--- src/rtl/fmdll_lock_detect.sv ---
// FMDLL lock detector: declares lock once the DCDL code settles and drops it on sustained slip.
// Optional acquisition timeout is compiled in with `define FMDLL_LOCK_TIMEOUT_EN.
module fmdll_lock_detect #(
  parameter int unsigned CODE_W      = 10,
  parameter int unsigned TOL         = 2,
  parameter int unsigned LOCK_CNT    = 16,
  parameter int unsigned UNLOCK_TOL  = 4,
  parameter int unsigned UNLOCK_CNT  = 3,
  parameter int unsigned TIMEOUT_UPD = 1024
) (
  input  logic              clk_ext,
  input  logic              rst_n,
  input  logic              en,
  input  logic [CODE_W-1:0] Q,
  input  logic              upd,
  input  logic              lost_clr,
  output logic              lock,
  output logic              lock_lost,
  output logic [CODE_W-1:0] lock_code,
  output logic              rail,
  output logic [1:0]        state,
  output logic              timeout
);

  typedef enum logic [1:0] {
    S_IDLE   = 2'b00,
    S_ACQ    = 2'b01,
    S_LOCKED = 2'b10,
    S_SLIP   = 2'b11
  } state_t;

  localparam logic [CODE_W-1:0] RAIL_HI  = '1;
  localparam logic [CODE_W:0]   TOL_W    = (CODE_W+1)'(TOL);
  localparam logic [CODE_W:0]   UTOL_W   = (CODE_W+1)'(UNLOCK_TOL);
  localparam logic [7:0]        LOCK_W   = 8'(LOCK_CNT);
  localparam logic [3:0]        UNLOCK_W = 4'(UNLOCK_CNT);

  state_t            state_q;
  logic              upd_dly_q;
  logic [CODE_W-1:0] ref_code_q;
  logic              ref_valid_q;
  logic [7:0]        stab_cnt_q;
  logic [3:0]        slip_cnt_q;
  logic              lock_q;
  logic              lock_lost_q;
  logic [CODE_W-1:0] lock_code_q;
  logic              rail_q;

  function automatic logic [CODE_W:0] absdiff(input logic [CODE_W-1:0] a,
                                              input logic [CODE_W-1:0] b);
    logic [CODE_W:0] ea;
    logic [CODE_W:0] eb;
    ea = {1'b0, a};
    eb = {1'b0, b};
    return (ea >= eb) ? (ea - eb) : (eb - ea);
  endfunction

  logic       ev;
  logic       q_rail;
  logic       acq_stable;
  logic       in_win;
  logic [7:0] stab_inc;
  logic [3:0] slip_inc;
  logic       drop;

  always_comb begin
    ev         = upd & ~upd_dly_q;
    q_rail     = (Q == '0) || (Q == RAIL_HI);
    acq_stable = ref_valid_q && !q_rail && (absdiff(Q, ref_code_q) <= TOL_W);
    in_win     = absdiff(Q, lock_code_q) <= UTOL_W;
    stab_inc   = stab_cnt_q + 8'd1;
    slip_inc   = slip_cnt_q + 4'd1;
    // LOCKED holds slip_cnt at 0, so UNLOCK_CNT==1 drops straight from LOCKED
    drop       = ev && !in_win && (slip_inc == UNLOCK_W);
  end

`ifdef FMDLL_LOCK_TIMEOUT_EN
  localparam int unsigned TO_CW = $clog2(TIMEOUT_UPD) + 1;
  localparam logic [TO_CW-1:0] TO_W = TO_CW'(TIMEOUT_UPD);

  logic [TO_CW-1:0] to_cnt_q;
  logic [TO_CW-1:0] to_inc;
  logic             timeout_q;

  assign to_inc  = to_cnt_q + 1'b1;
  assign timeout = timeout_q;
`else
  assign timeout = 1'b0 & (TIMEOUT_UPD != 0);
`endif

  always_ff @(posedge clk_ext or negedge rst_n) begin
    if (!rst_n) begin
      state_q     <= S_IDLE;
      upd_dly_q   <= 1'b0;
      ref_code_q  <= '0;
      ref_valid_q <= 1'b0;
      stab_cnt_q  <= '0;
      slip_cnt_q  <= '0;
      lock_q      <= 1'b0;
      lock_lost_q <= 1'b0;
      lock_code_q <= '0;
      rail_q      <= 1'b0;
`ifdef FMDLL_LOCK_TIMEOUT_EN
      to_cnt_q    <= '0;
      timeout_q   <= 1'b0;
`endif
    end else begin
      upd_dly_q <= upd;
      // Clears come first so a set later in this block wins on the same edge
      if (lost_clr) lock_lost_q <= 1'b0;
`ifdef FMDLL_LOCK_TIMEOUT_EN
      if (lost_clr) timeout_q <= 1'b0;
      if (state_q != S_ACQ) to_cnt_q <= '0;
`endif
      if (!en) begin
        state_q     <= S_IDLE;
        lock_q      <= 1'b0;
        stab_cnt_q  <= '0;
        slip_cnt_q  <= '0;
        ref_valid_q <= 1'b0;
`ifdef FMDLL_LOCK_TIMEOUT_EN
        to_cnt_q    <= '0;
        timeout_q   <= 1'b0;
`endif
      end else begin
        if (ev && state_q != S_IDLE) rail_q <= q_rail;
        case (state_q)
          S_IDLE: state_q <= S_ACQ;
          S_ACQ: begin
            if (ev) begin
              ref_code_q  <= Q;
              ref_valid_q <= 1'b1;
`ifdef FMDLL_LOCK_TIMEOUT_EN
              if (to_inc == TO_W) begin
                timeout_q <= 1'b1;
                to_cnt_q  <= '0;
              end else begin
                to_cnt_q  <= to_inc;
              end
`endif
              if (acq_stable) begin
                if (stab_inc == LOCK_W) begin
                  state_q     <= S_LOCKED;
                  lock_q      <= 1'b1;
                  lock_code_q <= Q;
                  stab_cnt_q  <= '0;
`ifdef FMDLL_LOCK_TIMEOUT_EN
                  to_cnt_q    <= '0;
`endif
                end else begin
                  stab_cnt_q <= stab_inc;
                end
              end else begin
                stab_cnt_q <= '0;
              end
            end
          end
          S_LOCKED, S_SLIP: begin
            if (ev) begin
              if (drop) begin
                state_q     <= S_ACQ;
                lock_q      <= 1'b0;
                lock_lost_q <= 1'b1;
                ref_valid_q <= 1'b0;
                stab_cnt_q  <= '0;
                slip_cnt_q  <= '0;
              end else if (in_win) begin
                state_q    <= S_LOCKED;
                slip_cnt_q <= '0;
              end else begin
                state_q    <= S_SLIP;
                slip_cnt_q <= slip_inc;
              end
            end
          end
          default: state_q <= S_IDLE;
        endcase
      end
    end
  end

  assign lock      = lock_q;
  assign lock_lost = lock_lost_q;
  assign lock_code = lock_code_q;
  assign rail      = rail_q;
  assign state     = state_q;

endmodule
--- config.mk ---
export PLATFORM = sky130hd
export DESIGN_NAME = fmdll_lock_detect
export DESIGN_NICKNAME = d
export VERILOG_FILES = /design/src/rtl/fmdll_lock_detect.sv
export SDC_FILE = /design/constraint.sdc
export NUM_CORES = 1
export LEC_CHECK = 0
export ABC_AREA = 1
export CAP_MARGIN = 20
export CORE_MARGIN = 5
export CORE_UTILIZATION = 55
export CTS_CLUSTER_DIAMETER = 50
export DETAILED_ROUTE_END_ITERATION = 12
export PLACE_DENSITY = 0.89
export SYNTH_ARGS = -nofsm -noshare
export SYNTH_HDL_FRONTEND = slang
export SYNTH_SLANG_ARGS = --single-unit
--- constraint.sdc ---
create_clock -name clk_ext -period 2.3 [get_ports clk_ext]
set_input_delay 0.23 -clock clk_ext [delete_from_list [all_inputs] [get_ports clk_ext]]
set_output_delay 0.23 -clock clk_ext [all_outputs]
set_load 0.01 [all_outputs]
==> out/qor.json <==
{
  "outcome": "finished with violations",
  "violations": "setup timing",
  "postRouteAntennaNets": 0,
  "slew_headroom_pct": 36.97,
  "max_freq_ghz": 0.3667,
  "critical_path_required_ns": 2.55,
  "antenna_found_initial": 0,
  "sinks_on_the_clock_net": 39,
  "grt_util_met1_pct": 32.83,
  "flow.area_growth_from_synthesis_pct": 49.48,
  "vias": 5329,
  "netlist_area_mm2": 0.004248,
  "global_route.usage.met3_pct": 5.571,
  "grt_max_degree": 40,
  "final.setup_skew_ns": 0.01169,
  "routed_wire_length_per_instance_um": 18.03,
  "seq_area_frac_synth_pct": 22.97,
  "groute.layer.met2.usage_pct": 50.63,
  "r2r_slack_ns": -0.43,
  "worst_r2r_startpoint": "ref_code_q[4]",
  "num-nets-final": 857,
  "syn-num-nets": 733,
  "grt_first_pass_wirelength_mm": 22.36,
  "drive_gt1_share_pct": 38.97,
  "layout_common_cells": "nand2_1 (175), inv_1 (93), buf_4 (81), nand2_2 (57), nand3_1 (39)",
  "die_h_um": 97.88,
  "floorplan.die_area_mm2": 0.009580,
  "globalRoute.busiestLayer": "met2",
  "placementRows": 32,
  "worst_pin_slew_ns": 0.9454,
  "leakage_uw": 0.003225,
  "endpoint_kind": "register",
  "count_of_fill_cells_added_during_filler_insertion": 422,
  "gr-total-overflow": 0,
  "place.gp.congestion": 0.9216,
  "syn_inst": 673,
  "setup_viol": 26,
  "maxCapViolations": 0,
  "initial_utilization_pct": 55.84,
  "finish.utilization_pct": 83.47,
  "cts_max_path_buffers": 2,
  "slew_viol_final": 0,
  "cp_max_fo": 10,
  "drt-vias-per-instance": 5.921,
  "ys_ff_latch": 39,
  "ios": 31,
  "worst_min_path_class": "input pin to async pin",
  "drtIter0Drc": 516,
  "post_synth.cell_area_avg_um2": 6.312,
  "place.port_buffers": 29,
  "path_cells": "inv_1 > ha_1 > inv_1 > nand2_1 > nand2_1 > nand2_2 > a21oi_4 > nand3_4 > nand2_1 > nand2_1 > nand2_2 > nand3_2 > nor2_4 > nand4_4 > clkbuf_16 > nand2_1 > o21ai_2 > inv_1",
  "cpMostUsedCell": "nand2_1",
  "tritoncts.num_buffers": 5,
  "critical_path.slowest_cell": "dfrtp_1",
  "htreeDepth": 2,
  "first_global_vias": 4896,
  "rr_worst_depth": 18,
  "power.total_uw": 4841,
  "cts.root.buffer_cell": "clkbuf_8",
  "period_share_pct": 118.6,
  "layout.cells.most_common": "nand2_1",
  "cp_slowest_stage_delay_ns": 0.42,
  "grt.total_usage_pct": 28.03,
  "timing.critical_path.arrival_ns": 2.97,
  "regToRegEndpoint": "lock_code[2]",
  "power.ir.vdd_worst_mv": 0.4988,
  "grt_setup_unrepaired": "true",
  "synth.lib_cells_used.distinct": 42,
  "finalWorstPathRequiredPeriod_ns": 2.727,
  "core_mm2": 0.007607,
  "dp_hpwl_mm": 9.629,
  "worst_slack_ns": -0.4267,
  "detail_route.drc_violations": 0,
  "antenna_cell_count": 0,
  "startpoint_class_of_the_critical_path": "register",
  "p_per_area_mw_per_mm2": 762.3,
  "hold_violations": 0,
  "dr.pass1.iters": 6,
  "cts_tree": "yes",
  "synth.yosys.warnings": 0,
  "dpl-instance-area_mm2": 0.005199,
  "setup.worst_path.class": "register to register",
  "finalInstanceArea_mm2": 0.006350,
  "drt-total-wl_mm": 16.22,
  "ctsHoldBuffers": 0,
  "worstSkewPairLatency_ns": 0.31,
  "clk_pin_slew_worst_paths_ns": 0.08,
  "die_width_um": 97.88
}
==> layout make-up <==
cell class | count | area [um2] | area share (%)
Multi-Input combinational cell | 501 | 3548 | 55.88
Timing Repair Buffer | 128 | 1131 | 17.81
Sequential cell | 39 | 978.4 | 15.41
Inverter | 122 | 465.4 | 7.330
Tap cell | 102 | 127.6 | 2.010
Clock buffer | 6 | 82.58 | 1.300
Clock inverter | 2 | 16.27 | 0.2562
==> through the flow <==
stage	setup TNS (ns)	std cells	hold slack (ns)	setup slack (ns)
6_report	-6.575	900	0.05632	-0.4267
4_1_cts	-4.208	893	0.07972	-0.2329
2_1_floorplan	0	673	-0.06559	0.02832
3_5_place_dp	-19.89	872	0.3940	-0.8244
5_1_grt	-9.815	900	0.1201	-0.5143
3_3_place_gp	-17.29	872	0.3852	-0.7696
==> worst max path at each step <==
stage	from	endpoint	slack, ns	cells past startpoint
5_1_grt	ref_code_q[4]	lock_code[2]	-0.51	18
3_3_place_gp	Q[8]	ref_valid_q	-0.77	21
6_report	ref_code_q[4]	lock_code[2]	-0.43	18
3_5_place_dp	Q[8]	stab_cnt_q[2]	-0.82	21
4_1_cts	ref_code_q[0]	lock_code[4]	-0.23	19
2_1_floorplan	ref_code_q[0]	lock_code[1]	0.03	17
==> critical path, delay by kind of cell (launching register included) <==
family,cells,cell delay (ns)
AOI/OAI and AO/OA,2,0.28
and+or+nand+nor,11,1.30
DFF,1,0.42
adders and majority gates,1,0.20
buffers and inverters,4,0.46
==> Yosys cell counts <==
cell,number,share of area [%]
nand2_1,229,20
inv_1,116,10
nand3_1,54,6.4
ha_1,43,13
dfrtp_1,39,23
nor2_1,36,3.2
a21oi_1,29,3.4
o21ai_0,16,1.9
nand4_1,15,2.2
nand2_2,12,1.8
o21ai_1,11,1.3
nor2_2,7,1.0
xor2_1,7,1.4
buf_2,6,0.71
inv_2,6,0.53
nand3_2,6,1.4
nand3b_1,5,0.88
nor3_1,4,0.47
xnor2_1,3,0.62
buf_4,2,0.35
buf_6,2,0.53
fa_1,2,0.94
nand2_4,2,0.53
nor3_2,2,0.47
o21bai_1,2,0.35
a21boi_0,1,0.18
a21oi_2,1,0.21
a21oi_4,1,0.38
a22oi_1,1,0.18
a31oi_1,1,0.15
buf_1,1,0.088
clkbuf_1,1,0.088
conb_1,1,0.088
mux2_2,1,0.27
nand3_4,1,0.41
nand4_2,1,0.29
nor2_4,1,0.27
o211ai_1,1,0.18
o21a_1,1,0.18
o21ai_2,1,0.21
o22ai_1,1,0.15
o31ai_1,1,0.18
==> cell families (layout without fill, tap and decap cells) <==
kind of cell | count (synthesis) | after routing | share of synthesized area (%)
compound gates | 68 | 68 | 8.926
xor+xnor | 10 | 10 | 2.062
fa+ha+maj | 45 | 45 | 13.61
buf+inv | 134 | 258 | 12.55
flops | 39 | 39 | 22.98
mux | 1 | 1 | 0.2651
other cells | 1 | 1 | 0.08828
simple gates | 375 | 376 | 39.53
==> layer usage <==
metal / part of all wire [%] / vias up
met5: 0 / -
met4: 5.8 / 0
met3: 8.2 / 105
met2: 51 / 376
met1: 35 / 2482
li1: - / 2366
==> where the power goes <==
group / internal, uW / switching [uW]
logic: 1350 / 2050
clock network: 245 / 272
registers: 799 / 128
==> state kept, by name (all words and copies together) (netlist names) <==
signal / cells
state: 2
ref_code_q: 10
lock_lost: 1
ref_valid_q: 1
slip_cnt_q: 4
lock: 1
upd_dly_q: 1
stab_cnt_q: 8
lock_code: 10
rail: 1
==> what timing repair did <==
item / 4_1_cts / 5_1_grt
buffers inserted: 13 / 5
gates resized for setup: 104 / 127
setup endpoints to repair: 27 / 27
cloned: 1 / 2
pin swaps: 29 / 46
endpoints found under the hold margin: 0 / 0
(Power assumes the default switching activity.)
